`src/rtl/pc_sequencer.sv`:
```
// Purpose : registered fetch PC with sequential / J / JAL / JR / BEQ / BNE redirect arbitration.
// Latency : a redirect presented with stall=0 appears on pc one cycle later.
// Backpressure: stall freezes pc. A redirect seen under stall is parked and applied on release.
//
// Ports:
//   clk, rst_n                  clock, asynchronous active-low reset
//   stall                       hazard hold. PC frozen; a pending redirect may still be captured or upgraded.
//   id_pc, jump, instr_index    ID-stage J/JAL
//   jr, jr_target               ID-stage JR with forwarded rs
//   ex_pc, branch_beq/bne, zero, br_imm   EX-stage resolved conditional branch
//   pc, pc_plus4                fetch PC (registered) and its successor (combinational)
//   flush_if, flush_id          kill strobes for IF/ID and ID/EX (combinational)
//   redirect_pending            a parked redirect waits for stall release
//   misalign                    JR target not word aligned (only with MISALIGN_TRAP_EN)
//
// Build option: define MISALIGN_TRAP_EN to send misaligned JRs to TRAP_PC and drive misalign.
module pc_sequencer #(
  parameter int          ADDR_W   = 32,
  parameter logic [31:0] RESET_PC = 32'h0000_0000,
  parameter logic [31:0] TRAP_PC  = 32'h0000_0080
) (
  input  logic              clk,
  input  logic              rst_n,
  input  logic              stall,
  input  logic [ADDR_W-1:0] id_pc,
  input  logic              jump,
  input  logic [25:0]       instr_index,
  input  logic              jr,
  input  logic [ADDR_W-1:0] jr_target,
  input  logic [ADDR_W-1:0] ex_pc,
  input  logic              branch_beq,
  input  logic              branch_bne,
  input  logic              zero,
  input  logic [31:0]       br_imm,
  output logic [ADDR_W-1:0] pc,
  output logic [ADDR_W-1:0] pc_plus4,
  output logic              flush_if,
  output logic              flush_id,
  output logic              redirect_pending,
  output logic              misalign
);

  typedef enum logic {
    RUN  = 1'b0,
    HOLD = 1'b1
  } state_t;

  // Priority classes: larger value wins. Branch kills two stages, ID redirects one.
  localparam logic [1:0] CLS_NONE = 2'd0;
  localparam logic [1:0] CLS_JUMP = 2'd1;
  localparam logic [1:0] CLS_JR   = 2'd2;
  localparam logic [1:0] CLS_BR   = 2'd3;

  localparam logic [ADDR_W-1:0] FOUR = ADDR_W'(4);

  state_t            state_q, state_d;
  logic [ADDR_W-1:0] pc_q, pc_d;
  logic [ADDR_W-1:0] pend_tgt_q, pend_tgt_d;
  logic [1:0]        pend_cls_q, pend_cls_d;

  // Target computation
  logic [31:0]       imm_sh;
  logic [ADDR_W-1:0] br_tgt;
  logic [ADDR_W-1:0] id_pc_p4;
  logic [ADDR_W-1:0] jmp_tgt;
  logic [ADDR_W-1:0] jr_tgt;
  logic              br_taken;
  logic              jr_mis;

  assign imm_sh   = {br_imm[29:0], 2'b00};
  assign br_tgt   = ex_pc + FOUR + imm_sh[ADDR_W-1:0];
  assign id_pc_p4 = id_pc + FOUR;
  assign jmp_tgt  = {id_pc_p4[ADDR_W-1:28], instr_index, 2'b00};

  // BEQ and BNE together is illegal encoding; suppress rather than guess.
  assign br_taken = ((branch_beq & zero) | (branch_bne & ~zero)) & ~(branch_beq & branch_bne);

`ifdef MISALIGN_TRAP_EN
  assign jr_mis = jr & (jr_target[1:0] != 2'b00);
  assign jr_tgt = jr_mis ? TRAP_PC[ADDR_W-1:0] : {jr_target[ADDR_W-1:2], 2'b00};
`else
  assign jr_mis = 1'b0;
  assign jr_tgt = {jr_target[ADDR_W-1:2], 2'b00};
`endif

  assign misalign = jr_mis;

  // Bits that are architecturally ignored in some configurations.
  logic unused_bits;
  assign unused_bits = ^{br_imm[31:30], id_pc_p4[27:0], jr_target[1:0], TRAP_PC};

  // Winning redirect this cycle
  logic [1:0]        req_cls;
  logic [ADDR_W-1:0] req_tgt;

  always_comb begin
    req_cls = CLS_NONE;
    req_tgt = '0;
    if (br_taken) begin
      req_cls = CLS_BR;
      req_tgt = br_tgt;
    end else if (jr) begin
      req_cls = CLS_JR;
      req_tgt = jr_tgt;
    end else if (jump) begin
      req_cls = CLS_JUMP;
      req_tgt = jmp_tgt;
    end
  end

  assign pc_plus4 = pc_q + FOUR;

  // Next-state and flush decision
  logic flush_if_c;
  logic flush_id_c;

  always_comb begin
    state_d    = state_q;
    pc_d       = pc_q;
    pend_tgt_d = pend_tgt_q;
    pend_cls_d = pend_cls_q;
    flush_if_c = 1'b0;
    flush_id_c = 1'b0;
    case (state_q)
      RUN: begin
        if (!stall) begin
          if (req_cls != CLS_NONE) begin
            pc_d       = req_tgt;
            flush_if_c = 1'b1;
            flush_id_c = (req_cls == CLS_BR);
          end else begin
            pc_d = pc_plus4;
          end
        end else if (req_cls != CLS_NONE) begin
          pend_tgt_d = req_tgt;
          pend_cls_d = req_cls;
          state_d    = HOLD;
        end
      end
      HOLD: begin
        if (stall) begin
          // Only a strictly older (higher-priority) redirect can replace the parked one.
          if (req_cls > pend_cls_q) begin
            pend_tgt_d = req_tgt;
            pend_cls_d = req_cls;
          end
        end else begin
          // Redirect inputs on the release cycle come from the wrong path.
          pc_d       = pend_tgt_q;
          flush_if_c = 1'b1;
          flush_id_c = (pend_cls_q == CLS_BR);
          pend_cls_d = CLS_NONE;
          state_d    = RUN;
        end
      end
      default: begin
        state_d = RUN;
      end
    endcase
  end

  always_ff @(posedge clk or negedge rst_n) begin
    if (!rst_n) begin
      state_q    <= RUN;
      pc_q       <= RESET_PC[ADDR_W-1:0];
      pend_tgt_q <= '0;
      pend_cls_q <= CLS_NONE;
    end else begin
      state_q    <= state_d;
      pc_q       <= pc_d;
      pend_tgt_q <= pend_tgt_d;
      pend_cls_q <= pend_cls_d;
    end
  end

  assign pc               = pc_q;
  assign flush_if         = flush_if_c;
  assign flush_id         = flush_id_c;
  assign redirect_pending = (state_q == HOLD);

endmodule

```
`config.mk`:
```
export PLATFORM = sky130hd
export DESIGN_NAME = pc_sequencer
export DESIGN_NICKNAME = d
export VERILOG_FILES = /design/src/rtl/pc_sequencer.sv
export SDC_FILE = /design/constraint.sdc
export NUM_CORES = 1
export LEC_CHECK = 0
export CAP_MARGIN = 20
export CORE_ASPECT_RATIO = 0.5
export CORE_MARGIN = 2
export CORE_UTILIZATION = 30
export CTS_CLUSTER_DIAMETER = 60
export DETAILED_ROUTE_END_ITERATION = 16
export MAX_ROUTING_LAYER = met4
export PLACE_DENSITY = 0.57
export SYNTH_ARGS = -nofsm -noshare
export SYNTH_HDL_FRONTEND = slang
export SYNTH_SLANG_ARGS = --single-unit
```
`constraint.sdc`:
```
create_clock -name clk -period 2.1 [get_ports clk]
set_clock_uncertainty 0.05 [all_clocks]
set_input_delay 0.21 -clock clk [delete_from_list [all_inputs] [get_ports clk]]
set_output_delay 0.21 -clock clk [all_outputs]
set_load 0.02 [all_outputs]
```
After elaboration in Yosys (flattened, before gate mapping)
Cells that the tools add are included.
- register bits after elaboration: 67
- logic and storage cells: 61
- input bits: 162
- output and inout bits: 68
- magnitude comparators: 1
- eq/ne operators: 9
- bitwise gates (word level): 8
- mux-type cells: 31
- add/subtract/negate cells: 4
- reductions and logical operators: 4
- operator list (operator ; count):
    $mux 32 ; 10
    $pmux 32 s2 ; 2
    $add 32x3->32 const B ; 3
    $add 32x32->32 ; 1
    $mux 2 ; 6
    $ne 2x2->1 const B ; 5
    $mux 1 ; 9
    $pmux 1 s2 ; 3
    $and 1x1->1 ; 4
    $eq 2x2->1 const B ; 2
    $pmux 2 s2 ; 1
    $reduce_and 4->1 ; 1
    $ne 3x2->1 const B ; 1
    $not 1->1 ; 3
    $reduce_and 3->1 ; 1
    $gt 2x2->1 ; 1
    $ne 2x1->1 const B ; 1
    $reduce_and 2->1 ; 1
    $reduce_bool 2->1 ; 1
    $or 1x1->1 ; 1

Logic depth before layout (Yosys ltp)
Gate-level depths: netlist of the first run.
- word-level depth: 9
- gate-level depth with buffers: 14

Least setup slack after synthesis of the first run
No wires, ideal clock.
- kind: input-to-reg
- start: input branch_beq
- end: register pend_tgt_q[29]
- library setup time: 0.126 ns
- stages on the path: 14
- buffers on the path: 3
- arrival time: 2.522 ns
- path slack: -0.598 ns
- required time: 1.924 ns
- path through: or3b_2 > nand2_1 > clkbuf_1 > clkbuf_1 > nor2_1 > ha_1 > nand2_1 > o21ai_0 > nand2_1 > and2_1 > buf_6 > nand3_1 > mux2i_1 > a221o_1
- word-level cells in the longest chain between the ends: 7
- elaborated cells between the ends (all ways): 17
- RTL lines (what ; RTL line ; RTL):
    start: declaration ; 31 ; input logic branch_beq,
    $and 1x1->1 ; 76 ; assign br_taken = ((branch_beq & zero) | (branch_bne & ~zero)) & ~(branch_beq & branch_bne);
    $or 1x1->1 or $not 1->1 (tied branches) ; 76 ;
    $and 1x1->1 (*) ; 76 ;
    $mux 2 or $mux 32 (tied branches) ; 99 ; if (br_taken) begin
    $gt 2x2->1, or another cell as far along ; 143 ; if (req_cls > pend_cls_q) begin
    $ne 2x1->1 (no line), or another cell as far along ; - ;
    $reduce_and 4->1 (no line) or $pmux 32 s2 (tied branches) ; - ;
    end signal: assignment ; 171 ; pend_tgt_q <= pend_tgt_d;
    end: declaration ; 58 ; logic [ADDR_W-1:0] pend_tgt_q, pend_tgt_d;
Every way passes the cells marked *; elsewhere a longest branch is shown, timed or not. The select of a mux whose other input is x is not followed.
A chain may end at the register's enable or synchronous reset.

Worst setup path in the final report of the first run
- start: input br_imm[1]
- end: register pc_q[15] (netlist: pc[15])
- word-level cells in the longest chain between the ends: 5
- RTL lines (what ; RTL line ; RTL):
    start: declaration ; 34 ; input logic [31:0] br_imm,
    $add 32x32->32 ; 71 ; assign br_tgt = ex_pc + FOUR + imm_sh[ADDR_W-1:0];
    $mux 32 ; 99 ;
    $mux 32 ; 127 ; if (req_cls != CLS_NONE) begin
    $mux 32 ; 126 ; if (!stall) begin
    $pmux 32 s2 ; 124 ; case (state_q)
    end signal: assignment ; 165 ; pc_q <= RESET_PC[ADDR_W-1:0];
    end signal: assignment ; 170 ; pc_q <= pc_d;
    end: declaration ; 57 ; logic [ADDR_W-1:0] pc_q, pc_d;
Every way passes these cells. The select of a mux whose other input is x is not followed.

==> impl_results.md, run 1 <==
- PD cells: approximately 660 nW/um^2
- Worst slew margin: 0.590
- Reg-to-Reg End: pc[26]
- Arr. time, crit path: between 2 and 3 ns
- Htree depth: 3
- Failing checks: negative setup slack
- Outcome: finished with violations
- R2R setup slack: -0.15 ns
- HP Class: input pin to async pin
- Initial antenna violation count: 1
- CP dominant cell by count: buf_6
- Post-synthesis sequential area ratio: 0.260
- Antenna Nets Post-Route: 0
- Synthesized netlist cell count: 789
- Vias: around 8300
- Post-synth EDFFs: 0
- Maximum clock path buffer count: 2
- Aggregate global routing overflow: 0
- Starting Density: 0.310
- CP max stage delay: 0.39 ns
- TritonCTS clock tree: yes
- Clock Sinks: 67
- Area delta synth->final: 110%
- Die height: 108 um
- Flops & latches, synth: 67
- Critical path class: input pin to register
- Die Area: about 23000 sq um
- Critical path buffer and inverter count: 4
- RSZ-0062 raised after global routing: true
- Worst-margin pin slew: just over 0.6 ns
- R2R depth: 11
- Worst Setup End Kind: register
- Max frequency: around 400 MHz
- Final setup vio count: 64
- CP max stage cell: fa_2
- # IOs: 230
- Ratio of cells with drive above 1 in the final layout: 0.495
- Critical path peak fanout: 3
- Fin crit share: 1.18
- Number of DRC markers in iteration 0: ~570
- Cts bufs inserted: 9
- Hold slack: 0.290 ns
- Max cap viols: 0
- Wire per inst: approximately 20 um
- Largest net degree at the start of global routing: 44
- Static Leak: 5.82 nW
- Post-place setup slack: -1.30 ns
- Drt first pass iters: 5
- Maximum vdd drop: 0.342 mV
- Row count: 37
- Worst r2r src: pc[2]
- Gp weighted congestion: 0.931
- Vias in the first global route: between 8000 and 9000
- Final WL: 30400 um
- Post-DR vias/cell: 5.41
- Core area: about 21000 sq um
- Post-synth cell types: just over 70
- Clock transition at path regs: 0.06 ns
- Ys flop type: dfrtp_1
- GRT Total Usage: 0.260
- Crit start category: input pin
- PnR worst setup slack: -0.387 ns
- Tmin final: about 2.5 ns
- Crit-path cells: buf_6 > ha_4 > ha_4 > fa_2 > a211oi_4 > o21ai_2 > buf_4 > buf_6 > o21ai_4 > buf_6 > o21bai_4 > xnor2_4 > o211ai_1 > a2bb2oi_1
- Instance count on the critical path: 14
- Detailed Place HPWL: between 20000 and 25000 um
- First-pass GRT wire length: roughly 45000 um
- Fin. Hold Viols: 0
- Syn Nets: between 1000 and 1500
- Max-slew violations: 0
- Clk root buf: clkbuf_16
- Clk_lat worst skew: about 0.34 ns
- I/O Buffers: ~220
- Crit path required time: between 2 and 2.5 ns
- Syn_area_per_cell: between 8 and 9 sq um
- Synth Cell Area: between 6000 and 7000 sq um
- Nets: ~1500
- Ys async rst share: 1.00
- Critical path's top delay family: compound AO/OA/AOI/OAI gates
- YS warnings: 0
- Die X: 211 um
- Post-route DRC violation count: 0
-- state kept, by name, summed over array words and instances, names as in the netlist --
name / cells
pend_tgt_q: 32
pend_cls_q: 2
redirect_pending: 1
pc: 32
-- synthesized netlist by cell type (3+ instances only) --
library cell | instances | share of area
nor2_1 | 42 | 0.024
buf_4 | 4 | 0.0047
a221oi_1 | 23 | 0.031
a221o_1 | 16 | 0.025
a21o_1 | 15 | 0.017
nand2_1 | 78 | 0.045
a32oi_1 | 3 | 0.0041
o211ai_1 | 7 | 0.0081
a21oi_1 | 72 | 0.056
nor3_1 | 12 | 0.0093
a31oi_1 | 6 | 0.0058
a22o_1 | 5 | 0.0068
and4_1 | 3 | 0.0041
a21boi_0 | 4 | 0.0047
nand3_1 | 21 | 0.016
nor4_1 | 5 | 0.0048
o21ai_0 | 67 | 0.052
a22oi_1 | 17 | 0.020
buf_6 | 8 | 0.014
o21bai_1 | 6 | 0.0070
a211oi_1 | 9 | 0.010
nor2b_1 | 3 | 0.0029
nand2b_1 | 3 | 0.0029
o22ai_1 | 4 | 0.0039
clkbuf_1 | 37 | 0.022
nand4_1 | 25 | 0.024
o31ai_1 | 7 | 0.0081
and3_1 | 4 | 0.0039
inv_1 | 31 | 0.018
a2bb2oi_1 | 5 | 0.0068
and2_1 | 4 | 0.0039
xnor2_1 | 40 | 0.054
ha_1 | 60 | 0.12
dfrtp_1 | 67 | 0.26
xor2_1 | 18 | 0.024
o21ai_1 | 3 | 0.0023
mux2_2 | 3 | 0.0052
o21a_1 | 10 | 0.012
or3_1 | 4 | 0.0039
-- through the flow --
step	area, sq um	power [W]	std cells	setup TNS [ns]	util
after floorplan	7160	0.00398	789	-4.66	-
after global placement	11100	0.00613	1458	-56.80	0.533
after detailed placement	11100	0.00619	1458	-60.69	0.533
after CTS	12700	0.00829	1514	-8.19	0.608
after global routing	13600	0.00931	1541	-15.84	0.650
final	13600	0.00890	1541	-11.58	0.650
-- worst max-delay path by stage --
| stage | startpoint | to |
|---|---|---|
| floorplan | ex_pc[3] | pc[31] |
| global placement | ex_pc[2] | pc[24] |
| detailed placement | ex_pc[2] | pc[24] |
| CTS | br_imm[1] | pc[23] |
| global route | br_imm[1] | pc[23] |
| finish | br_imm[1] | pc[15] |
-- placed cells by master, fill, tap and decap left out, types with 9 or more instances in the layout --
master | Yosys | layout
xnor2_1 | 40 | 9
xor2_1 | 18 | 13
buf_2 | 2 | 15
o21ai_1 | 3 | 31
nand2_2 | 1 | 10
a21oi_2 | 0 | 17
dfrtp_2 | 0 | 12
dlygate4sd2_1 | 0 | 18
a22oi_1 | 17 | 14
clkdlybuf4s50_1 | 0 | 134
ha_4 | 0 | 53
xnor2_4 | 0 | 11
o21ai_0 | 67 | 23
nand2_1 | 78 | 60
nand4_1 | 25 | 25
dfrtp_1 | 67 | 55
inv_1 | 31 | 26
nor2_1 | 42 | 32
buf_6 | 8 | 67
a221oi_1 | 23 | 14
xnor2_2 | 0 | 20
nand3_1 | 21 | 10
o21ai_2 | 0 | 10
clkbuf_16 | 0 | 11
a21o_1 | 15 | 15
o21a_1 | 10 | 9
a221o_1 | 16 | 16
buf_4 | 4 | 250
nand2_4 | 0 | 9
a21oi_1 | 72 | 50
-- report_power, final --
group / switching (W) / internal (W) / total, W
Clock: 0.000585 / 0.000952 / 0.00154
Sequential: 0.000225 / 0.00161 / 0.00184
Combinational: 0.00270 / 0.00283 / 0.00552
-- layer usage --
layer  GRT usage  vias up  wire [um]  share of wire
met5           -        -          0              0
met4      0.0699        0        596          0.020
met3      0.0586       40       2250          0.074
met2       0.399      308      14000           0.46
met1       0.345     4072      13600           0.45
li1            -     3913          -              -
-- final cells by class --
class | count | area, sq um
fill | 1672 | 7280
inverter | 31 | 124
clock inverter | 4 | 51.3
sequential | 67 | 1690
timing repair buffer | 513 | 4590
tap | 273 | 342
antenna | 1 | 2.50
clock buffer | 12 | 246
multi-input combinational | 640 | 6500
-- repair_timing --
item                       CTS  global route
gates resized for setup    492           161
pin swaps                  130           105
hold buffers                 1             0
cloned                       1             3
buffers inserted            41            33
setup endpoints to repair   91            89
hold endpoints to repair    14             0
-- cells by family after synthesis --
family / after synthesis / share of synthesized area
AOI/OAI and AO/OA: 296 / 0.309
xor gates and xnor gates: 58 / 0.0787
adders and majority gates: 61 / 0.119
buffers and inverters: 83 / 0.0603
DFF: 67 / 0.260
muxes: 5 / 0.00834
other: 1 / 0.000581
and+or+nand+nor: 218 / 0.164
(Power assumes the default switching activity.)
==> inputs of run 2 (changes only) <==
--- a/config.mk
+++ b/config.mk
@@ -7,7 +7,6 @@
 export LEC_CHECK = 0
 export CAP_MARGIN = 20
 export CORE_ASPECT_RATIO = 0.5
-export CORE_MARGIN = 2
 export CORE_UTILIZATION = 30
 export CTS_CLUSTER_DIAMETER = 60
 export DETAILED_ROUTE_END_ITERATION = 16
==> run 2 against run 1 <==
  * The flow still finishes with violations (negative setup slack)
  * Critical path depth shrank 2
  * Register-to-register slack got worse by 0.03 ns
  * Sequential cell count unchanged
  * Clock power barely moved
  * Count of clock-buffer cells in the layout shrank 3
  * Fmax is 3.1% higher
  * Sequential share of layout area grew 0.24 points
  * Non-clock buffer count shrank 18
  * Worst hold slack better by 0.046 ns
  * Critical path type unchanged
  * Largest cell class unchanged
  * Highest routed layer unchanged
==> impl_results.md, run 2 (synthesis gave the netlist of run 1 again) <==
- Drt first pass iters: 5
- RSZ-0062 raised after global routing: true
- GRT Total Usage: 0.273
- Tmin final: 2.41 ns
- Comb pwr share: 0.615
- Max-slew violations: 0
- Critical path peak fanout: 3
- Reg-to-Reg End: pc[26]
- Net Switching: between 0.003 and 0.004 W
- Wire per inst: approximately 20 um
- Cell Int Power: between 0.005 and 0.006 W
- Arr. time, crit path: roughly 2.6 ns
- Hold slack: approximately 0.34 ns
- HP Class: input pin to async pin
- Failing checks: negative setup slack
- R2R setup slack: -0.18 ns
- Most frequent cells in the layout: buf_4, clkdlybuf4s50_1, nand2_1, dfrtp_1, ha_4
- First-pass GRT wire length: 45700 um
- Crit path required time: around 2.3 ns
- Worst-margin pin slew: 0.535 ns
- Worst r2r src: pc[13]
- Commonest non-fill, non-tap cell in the layout: buf_4
- Starting Density: 0.310
- Max cap viols: 0
- Post-route DRC violation count: 0
- Fin crit share: 1.15
- Die Area: ~22000 sq um
- Critical path class: input pin to register
- Detailed Place HPWL: roughly 22000 um
- Post-DR vias/cell: 5.39
- Maximum vdd drop: about 0.39 mV
- Clock transition at path regs: 0.06 ns
- Final WL: approximately 30000 um
- Vias: 8215
- TritonCTS clock tree: yes
- PnR worst setup slack: -0.313 ns
- Htree depth: 3
- Worst slew margin: 0.643
- Clk pwr share: 0.175
- Final setup vio count: 57
- Clk root buf: clkbuf_16
- Fraction of power consumed by sequential logic: 0.210
- Antenna Nets Post-Route: 0
- Post-route setup TNS: -9.40 ns
- Core area: about 21000 sq um
- Worst Setup End Kind: register
- Clk_lat worst skew: 0.34 ns
- Post-place setup slack: -1.23 ns
- Outcome: finished with violations
- Clock Sinks: 67
- Maximum clock path buffer count: 2
- FILL cells: between 1500 and 2000
- Nets: approximately 1500
- Aggregate global routing overflow: 0
- Largest net degree at the start of global routing: 47
- Switching share of power: 0.397
- Fin. Hold Viols: 0
- Area delta synth->final: 106%
- Cts bufs inserted: 9
- Initial antenna violation count: 2
- Gp weighted congestion: ~0.9
- Row count: 37
- Static Leak: between 5 and 6 nW
- Die height: about 110 um
- Ratio of cells with drive above 1 in the final layout: 0.478
- Final Power: 0.00878 W
- Vias in the first global route: around 8000
- Crit start category: input pin
- Number of DRC markers in iteration 0: 568
- Final core occ: 0.638
- Die X: approximately 210 um
- R2R depth: 10
- Max frequency: between 400 and 500 MHz
- I/O Buffers: roughly 220
- PD cells: 661 nW/um^2
- # IOs: 230
run 2: worst max path at each step:
stage	depth (start not counted)	startpoint	slack, ns	end
detailed placement	10	ex_pc[7]	-1.23	pc[24]
global placement	11	ex_pc[13]	-1.28	pc[24]
CTS	11	br_imm[2]	-0.29	pc[30]
floorplan	10	ex_pc[3]	-0.30	pc[31]
global route	12	ex_pc[3]	-0.39	pc[23]
finish	12	ex_pc[3]	-0.31	pc[23]
run 2: worst max-delay path, cell delays in order:
cell      delay, ns
buf_8          0.10
ha_4           0.23
ha_4           0.17
fa_2           0.38
a211oi_4       0.26
o21ai_2        0.11
o211ai_1       0.27
a32oi_2        0.15
buf_6          0.17
xor2_4         0.21
a221oi_2       0.25
a21oi_1        0.06
run 2: through the flow:
stage          std cells  area (sq um)
6_report            1524         13300
5_1_grt             1524         13300
4_1_cts             1505         12600
3_5_place_dp        1459         11100
3_3_place_gp        1459         11100
2_1_floorplan        789          7160
run 2: power by group through the flow:
stage	clock [W]	combinational [W]	sequential (W)
2_1_floorplan	0	0.00195	0.00203
3_5_place_dp	0	0.00438	0.00184
5_1_grt	0.00160	0.00574	0.00188
4_1_cts	0.00155	0.00497	0.00182
6_report	0.00153	0.00541	0.00184
3_3_place_gp	0	0.00435	0.00183
run 2: what timing repair did:
item	in CTS	in global routing
pin swaps	132	99
resized for setup	467	127
endpoints found under the setup margin	92	88
hold buffers	1	0
cloned	2	4
hold endpoints to repair	17	0
setup buffers	35	18
run 2: routing by layer:
metal	GRT usage	up-vias	part of all wire
met5	-	-	0
met1	0.387	4062	0.47
li1	-	3878	-
met2	0.418	255	0.46
met3	0.0378	20	0.061
met4	0.0462	0	0.0093
run 2: final cells by class:
cell class | count | area, sq um | share of cell area
multi-input cells | 640 | 6400 | 0.481
well taps | 273 | 342 | 0.0257
clock inverters | 7 | 73.8 | 0.00555
inverters | 31 | 116 | 0.00875
repair buffers | 495 | 4440 | 0.334
clock buffers | 9 | 225 | 0.0169
diodes | 2 | 5.00 | 0.000377
flip-flops and latches | 67 | 1690 | 0.127
==> inputs of run 3 (changes only) <==
--- a/config.mk
+++ b/config.mk
@@ -5,7 +5,7 @@
 export SDC_FILE = /design/constraint.sdc
 export NUM_CORES = 1
 export LEC_CHECK = 0
-export CAP_MARGIN = 20
+export CAP_MARGIN = 10
 export CORE_ASPECT_RATIO = 0.5
 export CORE_UTILIZATION = 30
 export CTS_CLUSTER_DIAMETER = 60
==> results of run 3 <==
The final DEF is identical to that of run 2; final timing and power are the same.
